## src/rtl/mempool_dma_arbiter.sv

```systemverilog
// Round-robin arbiter sharing one DMA request port between several frontends,
// with in-order tracking of issued transfers so completions route back to their owner.
//
// state      | meaning
// ARB_FREE   | candidate chosen each cycle by round-robin search from rr_ptr
// ARB_LOCKED | request presented without ready; candidate held until handshake
module mempool_dma_arbiter #(
    parameter int unsigned NumRequesters  = 4,
    parameter int unsigned MaxOutstanding = 4,
    parameter type         dma_req_t      = logic,
    parameter int unsigned IdxW           = (NumRequesters > 1) ? $clog2(NumRequesters) : 1,
    parameter int unsigned CntW           = $clog2(MaxOutstanding + 1)
) (
    input  logic                           clk_i,
    input  logic                           rst_ni,
    input  dma_req_t [NumRequesters-1:0]   req_i,
    input  logic     [NumRequesters-1:0]   req_valid_i,
    output logic     [NumRequesters-1:0]   req_ready_o,
    output dma_req_t                       dma_req_o,
    output logic                           dma_req_valid_o,
    input  logic                           dma_req_ready_i,
    input  logic                           dma_done_i,
    output logic     [NumRequesters-1:0]   done_o,
    output logic     [NumRequesters-1:0]   busy_o,
    output logic                           idle_o
);

    localparam int unsigned PtrW = (MaxOutstanding > 1) ? $clog2(MaxOutstanding) : 1;

    typedef enum logic {
        ARB_FREE,
        ARB_LOCKED
    } arb_state_e;

    arb_state_e      state_q, state_d;
    logic [IdxW-1:0] rr_ptr, lock_idx_q, lock_idx_d;
    logic [IdxW-1:0] cand, search_idx, rr_next, head;
    logic            found, lock_q, fifo_full, handshake, pop;
    logic [IdxW-1:0] id_fifo [MaxOutstanding];
    logic [PtrW-1:0] wr_ptr, rd_ptr;
    logic [CntW-1:0] total_cnt;
    logic [CntW-1:0] cnt [NumRequesters];

    function automatic logic [PtrW-1:0] ptr_inc(input logic [PtrW-1:0] p);
        return (p == PtrW'(MaxOutstanding - 1)) ? '0 : p + 1'b1;
    endfunction

    assign lock_q    = (state_q == ARB_LOCKED);
    assign fifo_full = (total_cnt == CntW'(MaxOutstanding));

    always_comb begin
        cand       = rr_ptr;
        search_idx = rr_ptr;
        found      = 1'b0;
        for (int i = 0; i < int'(NumRequesters); i++) begin
            search_idx = IdxW'((32'(rr_ptr) + 32'(i)) % NumRequesters);
            if (!found && req_valid_i[search_idx]) begin
                cand  = search_idx;
                found = 1'b1;
            end
        end
        if (lock_q) begin
            cand = lock_idx_q;
        end
    end

    // Locked path ignores fifo_full: total_cnt cannot grow while a request waits.
    assign dma_req_valid_o = lock_q | ((|req_valid_i) & ~fifo_full);
    assign dma_req_o       = req_i[cand];
    assign handshake       = dma_req_valid_o & dma_req_ready_i;
    assign pop             = dma_done_i & (total_cnt != '0);
    assign head            = id_fifo[rd_ptr];
    assign rr_next         = (cand == IdxW'(NumRequesters - 1)) ? '0 : cand + 1'b1;
    assign idle_o          = (total_cnt == '0) & ~dma_req_valid_o;

    always_comb begin
        req_ready_o = '0;
        done_o      = '0;
        busy_o      = '0;
        for (int k = 0; k < int'(NumRequesters); k++) begin
            req_ready_o[k] = handshake & (cand == IdxW'(k));
            done_o[k]      = pop & (head == IdxW'(k));
            busy_o[k]      = (cnt[k] != '0);
        end
    end

    always_comb begin
        state_d    = state_q;
        lock_idx_d = lock_idx_q;
        case (state_q)
            ARB_FREE: begin
                if (dma_req_valid_o && !dma_req_ready_i) begin
                    state_d    = ARB_LOCKED;
                    lock_idx_d = cand;
                end
            end
            ARB_LOCKED: begin
                if (dma_req_ready_i) begin
                    state_d = ARB_FREE;
                end
            end
            default: state_d = ARB_FREE;
        endcase
    end

    always_ff @(posedge clk_i or negedge rst_ni) begin
        if (!rst_ni) begin
            state_q    <= ARB_FREE;
            lock_idx_q <= '0;
            rr_ptr     <= '0;
            wr_ptr     <= '0;
            rd_ptr     <= '0;
            total_cnt  <= '0;
            for (int k = 0; k < int'(NumRequesters); k++) begin
                cnt[k] <= '0;
            end
        end else begin
            state_q    <= state_d;
            lock_idx_q <= lock_idx_d;
            if (handshake) begin
                wr_ptr <= ptr_inc(wr_ptr);
                rr_ptr <= rr_next;
            end
            if (pop) begin
                rd_ptr <= ptr_inc(rd_ptr);
            end
            if (handshake && !pop) begin
                total_cnt <= total_cnt + 1'b1;
            end else if (!handshake && pop) begin
                total_cnt <= total_cnt - 1'b1;
            end
            for (int k = 0; k < int'(NumRequesters); k++) begin
                if ((handshake && cand == IdxW'(k)) && !(pop && head == IdxW'(k))) begin
                    cnt[k] <= cnt[k] + 1'b1;
                end else if (!(handshake && cand == IdxW'(k)) && (pop && head == IdxW'(k))) begin
                    cnt[k] <= cnt[k] - 1'b1;
                end
            end
        end
    end

    always_ff @(posedge clk_i) begin
        if (handshake) begin
            id_fifo[wr_ptr] <= cand;
        end
    end

    // A completion with nothing outstanding is a protocol error upstream; it is dropped.
    always_ff @(posedge clk_i) begin
        if (rst_ni) begin
            assert (!(dma_done_i && total_cnt == '0))
            else $warning("dma_done_i with no outstanding transfer ignored");
        end
    end

endmodule

```

## config.mk

```make
export PLATFORM = sky130hd
export DESIGN_NAME = mempool_dma_arbiter
export DESIGN_NICKNAME = d
export VERILOG_FILES = /design/src/rtl/mempool_dma_arbiter.sv
export SDC_FILE = /design/constraint.sdc
export NUM_CORES = 1
export LEC_CHECK = 0
export ABC_AREA = 1
export CELL_PAD_IN_SITES_DETAIL_PLACEMENT = 1
export CELL_PAD_IN_SITES_GLOBAL_PLACEMENT = 1
export CORE_MARGIN = 4
export CORE_UTILIZATION = 37
export CTS_CLUSTER_DIAMETER = 100
export CTS_CLUSTER_SIZE = 24
export DETAILED_ROUTE_END_ITERATION = 7
export PLACE_DENSITY = 0.81
export SKIP_LAST_GASP = 1
export SLEW_MARGIN = 10
export SYNTH_ARGS = -nofsm -noshare
export SYNTH_HDL_FRONTEND = slang
export SYNTH_SLANG_ARGS = --single-unit
```

## constraint.sdc

```tcl
create_clock -name clk_i -period 2.5 [get_ports clk_i]
set_input_delay 0.375 -clock clk_i [delete_from_list [all_inputs] [get_ports clk_i]]
set_output_delay 0.375 -clock clk_i [all_outputs]
set_load 0.005 [all_outputs]
```

Word level (Yosys, flattened, before mapping)
Memories as Yosys holds them, arrays and structs flattened.
Index checks and enable logic that the tools add are counted.
Widths: inputs -> output; s select.

storage, ports and cells
  bits in registers = 24
  bits in latches = 0
  memory bits (writable) = 8
  memory bits (read-only) = 0
  input bits = 12
  output and inout port bits = 15
  word-level logic and storage cells = 143
  memories kept = 1

memory list
  name     depth  bits a word  read ports  clocked after Yosys merged registers in  write ports  RTL line  source
  id_fifo  4      2            1           0                                        1            39        logic [IdxW-1:0] id_fifo [MaxOutstanding];

cells by class
  $add $sub $neg = 16
  multiply operators = 0
  divide/modulo/power cells = 0
  $lt $le $gt $ge = 5
  eq/ne operators = 9
  shift operators = 0
  mux-type cells = 35
  bitwise gates (word level) = 16
  reductions and logical operators = 51

operators with widths
  operator             number
  $mux 3               10
  $logic_and 1x1->1    22
  $add 3x1->3 const B  5
  $lt 2x3->1 const B   5
  $reduce_bool 3->1    5
  $sub 3x1->3 const B  5
  $logic_not 1->1      14
  $mux 2               7
  $and 1x1->1          12
  $eq 2x2->1 const B   6
  $mux 1               12
  $bmux 1 s2           5
  $reduce_bool 2->1    5
  $add 2x1->2 const B  4
  $add 2x2->2 const B  2
  $eq 2x1->1 const B   2
  $logic_not 2->1      2
  $reduce_or 4->1      1
  $eq 3x3->1 const B   1
  $logic_not 3->1      1
  $not 1->1            3
  $pmux 1 s2           1
  $reduce_and 2->1     1
  $or 1x1->1           1

Logic depth before layout (Yosys ltp)
Gate-level depths: netlist of the first run.

  depth after elaboration = 19
  gate-level depth with buffers = 23
  gate-level depth less buffers = 22

Worst setup path after synthesis of the first run
No wires, ideal clock.

  path type = reg-to-reg
  start point = reg rr_ptr[0]
  end point = reg cnt[2] in the netlist's numbering
  setup time = 131 ps
  data arrival time = 2636 ps
  required time = 2369 ps
  setup slack = -267 ps
  cell stages (with the launch flop) = 24
  buffers on the path = 1
  period minus slack after synthesis = 2767 ps
  path through = dfrtp_1 > inv_2 > buf_6 > nand2_1 > nand2_2 > nand2_1 > nand2_1 > nand2_2 > inv_2 > nand2_2 > nand2_1 > nand2_1 > nand2_2 > nand2_4 > inv_1 > ha_1 > inv_1 > nor2_1 > ha_1 > inv_1 > fa_1 > a21oi_1 > o21ai_0 > xor2_1

on the way
  longest elaborated chain between the ends = 18
  elaborated cells on any way between the ends = 31
  classes of those cells = 3 x add/sub; 1 x eq/ne; 16 x mux; 11 x reduce/logical

ends and longest elaborated chain
  what                                                                  RTL line  source
  start: declaration                                                    36        logic [IdxW-1:0] rr_ptr, lock_idx_q, lock_idx_d;
  start signal: assignment                                              122       rr_ptr <= rr_next;
  parallel branches: the longest is 11 deep, another holds $add 2x1->2  n/a
  $mux 2 *                                                              57        if (!found && req_valid_i[search_idx]) begin
  $mux 2 *                                                              62        if (lock_q) begin
  via cand[0]                                                           37        logic [IdxW-1:0] cand, search_idx, rr_next, head;
  $eq 2x2->1 *                                                          133, 135
  $logic_and 1x1->1 *                                                   133, 135
  $logic_not 1->1                                                       135       end else if (!(handshake && cand == IdxW'(k)) && (pop && head == IdxW'(k))) begin
  $logic_and 1x1->1                                                     135
  $reduce_bool 2->1 (no source line)                                    n/a
  end signal: indexed assignment                                        134       cnt[k] <= cnt[k] + 1'b1;
  end signal: indexed assignment                                        136       cnt[k] <= cnt[k] - 1'b1;
  end: declaration                                                      42        logic [CntW-1:0] cnt [NumRequesters];

Mark *: on every way through the listed nets, which the timed path passes. The select of a mux whose other input is x is not followed.
A chain may end at the register's enable or synchronous reset.

Final worst setup path of the first run
Same ends and word-level chain as after synthesis.

==> results.yml, run 1 <==
layout:
  nFillCells: 651
  drive_above_1_share: 0.483
  fin_util: 0.618
  final_area_sq_mm: 0.00343
  syn2layout_area_growth_pct: 61.5
  antennaDiodeCount: 0
  seqCellArea_sq_um: 845
  layoutNonFillerInstCount: 424
  nNetsFinal: 382
  multi_input_area_sq_mm: 0.00147
timing:
  rsz0062_at_grt: "yes"
  slew_headroom: 0.714
  tns_ps: -7380
  fin_crit_sh: 1.24
  setup_viol: 17
  final.setup.worst_slack_ps: -611
  slew_violations: 0
  hold_viol_final: 0
  period_minus_slack_ps: 3110
  tightest_slew_ps: 428
  holdWs_ps: 442
  fmax_mhz: 321
  clock_skew_ps: 10.6
power:
  peakVddDrop_uv: 812
  leakagePower_nw: 1.63
  powerDensity_mw_per_mm2: 1610
  total_power_mw: 5.52
setup_path:
  path_delay_family: "simple AND/OR/NAND/NOR gates"
  cp_slowest_cell: "dfrtp_2"
  crit_path_start_kind: "flop"
  crit_arrival_ps: 3290
  worst-path-max-fanout: 4
  required_ps: 2680
  critPathKind: "reg -> reg"
  critPathMaxStageDelay_ps: 480
  crit_path_end_kind: "flop"
  crit_buf_inv: 6
  crit_chain: "clkinvlp_4 -> nand2_4 -> nand3_1 -> nand2_1 -> nand2_2 -> inv_1 -> nand2_2 -> buf_4 -> nand2_4 -> nand2_2 -> nand2_4 -> ha_4 -> inv_2 -> nor2_4 -> buf_6 -> ha_4 -> inv_2 -> fa_2 -> a21oi_2 -> o21ai_2 -> xor2_1"
synth:
  synth_cell_types: 25
  synth_top_area_frac: 0.283
  yosys.area.top_type: "dfrtp_1"
  yosysMostFrequentCell: "nand2_1"
  synthArstFlopShare: 0.750
  synth_area_leaders: "dfrtp_1 28%, nand2_1 13%, edfxtp_1 11%"
  synth-seq-cells: 32
  syn-instance-count: 261
  synth_commonest_cells: "74 x nand2_1, 45 x inv_1, 24 x dfrtp_1, 21 x nor2_1, 14 x ha_1"
  synth_edf_count: 8
  synth_nets: 292
  syn_avg_cell_area_sq_um: 8.13
  yosys_warnings: 0
  synth_area_sq_mm: 0.00212
  ys_seq_area_frac: 0.396
  ys.flop_type: "dfrtp_1"
route:
  drcViolationCount: 0
  drt_first_iter_violations: 118
  routed-via-count: 2208
  detail-route-antenna-nets: 0
  finalWirelength_um: 9330
  first_pass_iters: 4
  wl_per_cell_um: 22.0
  avgViaCountPerCell: 5.21
grt:
  grt_first_pass_wirelength_um: 13600
  grt-ovfl-total: 0
  antenna_found_initial: 0
  grt_pass1_vias: 2465
  gr-usage-all-layers: 0.249
  grt_max_degree: 25
worst_hold_path:
  hold_path_class: "in -> async"
place:
  placed_area_sq_mm: 0.00274
  gp_congestion: 0.793
  dpl.hpwl_um: 4110
  dpl_worst_slack_ps: -730
  placedCellCount: 389
  numPortBuffers: 26
die:
  fp.dieH_um: 83.7
  rows: 27
  pin_count: 27
  start_util: 0.383
  fp.dieW_um: 83.7
  coreArea_sq_mm: 0.00554
  die_area_sq_mm: 0.00701
cts:
  cts.path.max_buffers: 2
  htree_levels: 2
  cts.clk_slew.worst_paths_ps: 80
  cts_root_buffer: "clkbuf_8"
  numCtsBuffers: 5
  clk-insertion-delay-late_ps: 300
  clkSinkCount: 32
  cts_tree: "done"
outcome:
  outcome: "finished with violations"
  violations: "setup timing"
flow_run:
  cap_violations: 0
-- worst register-to-register path, delay by kind of cell, from the launching register on --
kind | cells | cell delay [ps]
AO/OA/AOI/OAI | 2 | 230
XOR/XNOR | 1 | 160
adder cells (fa/ha/maj) | 3 | 620
buffers and inverters | 6 | 630
flip-flops | 1 | 480
AND/OR/NAND/NOR | 9 | 890
-- worst paths after layout --
path,start,to,slack [ps],cells after the start
setup / recovery,rr_ptr[0]$_DFFE_PN0P_,cnt[2]$_DFFE_PN0P_,-610,21
hold / removal,rst_ni,cnt[2]$_DFFE_PN0P_,440,2
setup reg to reg,rr_ptr[0]$_DFFE_PN0P_,cnt[2]$_DFFE_PN0P_,-610,21
hold reg to reg,cnt[6]$_DFFE_PN0P_,cnt[6]$_DFFE_PN0P_,560,1
max in group asynchronous,rst_ni,rr_ptr[1]$_DFFE_PN0P_,1770,2
min in group clk_i,cnt[6]$_DFFE_PN0P_,cnt[6]$_DFFE_PN0P_,560,1
-- cell usage in the layout, fill, tap and decap left out, types with 6 or more instances in the layout --
cell type and instances:
nand2_1 46, clkdlybuf4s50_1 16, dfrtp_1 21, nor2_1 15, o21ai_0 8, edfxtp_1 8, inv_1 32, buf_4 48
ha_1 6, nand2_2 28, nand2_4 8, nand3_1 9, ha_4 8, inv_2 11, buf_6 11
-- power breakdown --
part | internal (mW) | switching (mW) | total (mW) | leakage (nW)
logic | 1.86 | 2.05 | 3.91 | 1.22
clock network | 0.297 | 0.236 | 0.532 | 0.0552
registers | 0.816 | 0.262 | 1.08 | 0.356
-- cell families after synthesis --
kind of cell / Yosys count / share of synthesized area
AOI/OAI and AO/OA: 24 / 0.0643
buffers and inverters: 50 / 0.0956
and+or+nand+nor: 121 / 0.246
xor gates and xnor gates: 10 / 0.0413
muxes: 5 / 0.0265
DFF: 32 / 0.396
adders and majority gates: 19 / 0.130
-- layout make-up --
type,instances,share of cell area
inverter,48,0.0562
sequential,32,0.247
multi-input combinational,179,0.429
timing repair inverter,1,0.00219
timing repair buffer,84,0.209
clock buffer,6,0.0212
tap,72,0.0263
clock inverter,2,0.0102
-- registers in the layout, indices dropped and copies added, names as in the netlist --
register,count
id_fifo,8
rr_ptr,2
cnt,12
lock_q,1
rd_ptr,2
lock_idx_q,2
wr_ptr,2
total_cnt,3
-- routing by layer --
layer	global-route usage	wire, um	up-vias
li1	-	-	986
met1	0.292	3660	1113
met2	0.450	4910	76
met3	0.0365	319	33
met4	0.105	438	0
met5	0	0	-
-- what timing repair did --
action                     CTS  global route
gates cloned                 2             0
hold buffers                 0             0
pin swaps                   23            20
buffers inserted            20             5
setup endpoints to repair   18            24
hold endpoints to repair     0             0
resized for setup           58            64
Note: power is estimated with default switching activity, not from simulation.
==> run 2, diff against run 1 <==
SLEW_MARGIN = 40   (was 10)
==> results of run 2 <==
Same layout as run 1: the final DEF is identical, and so are final timing and power.
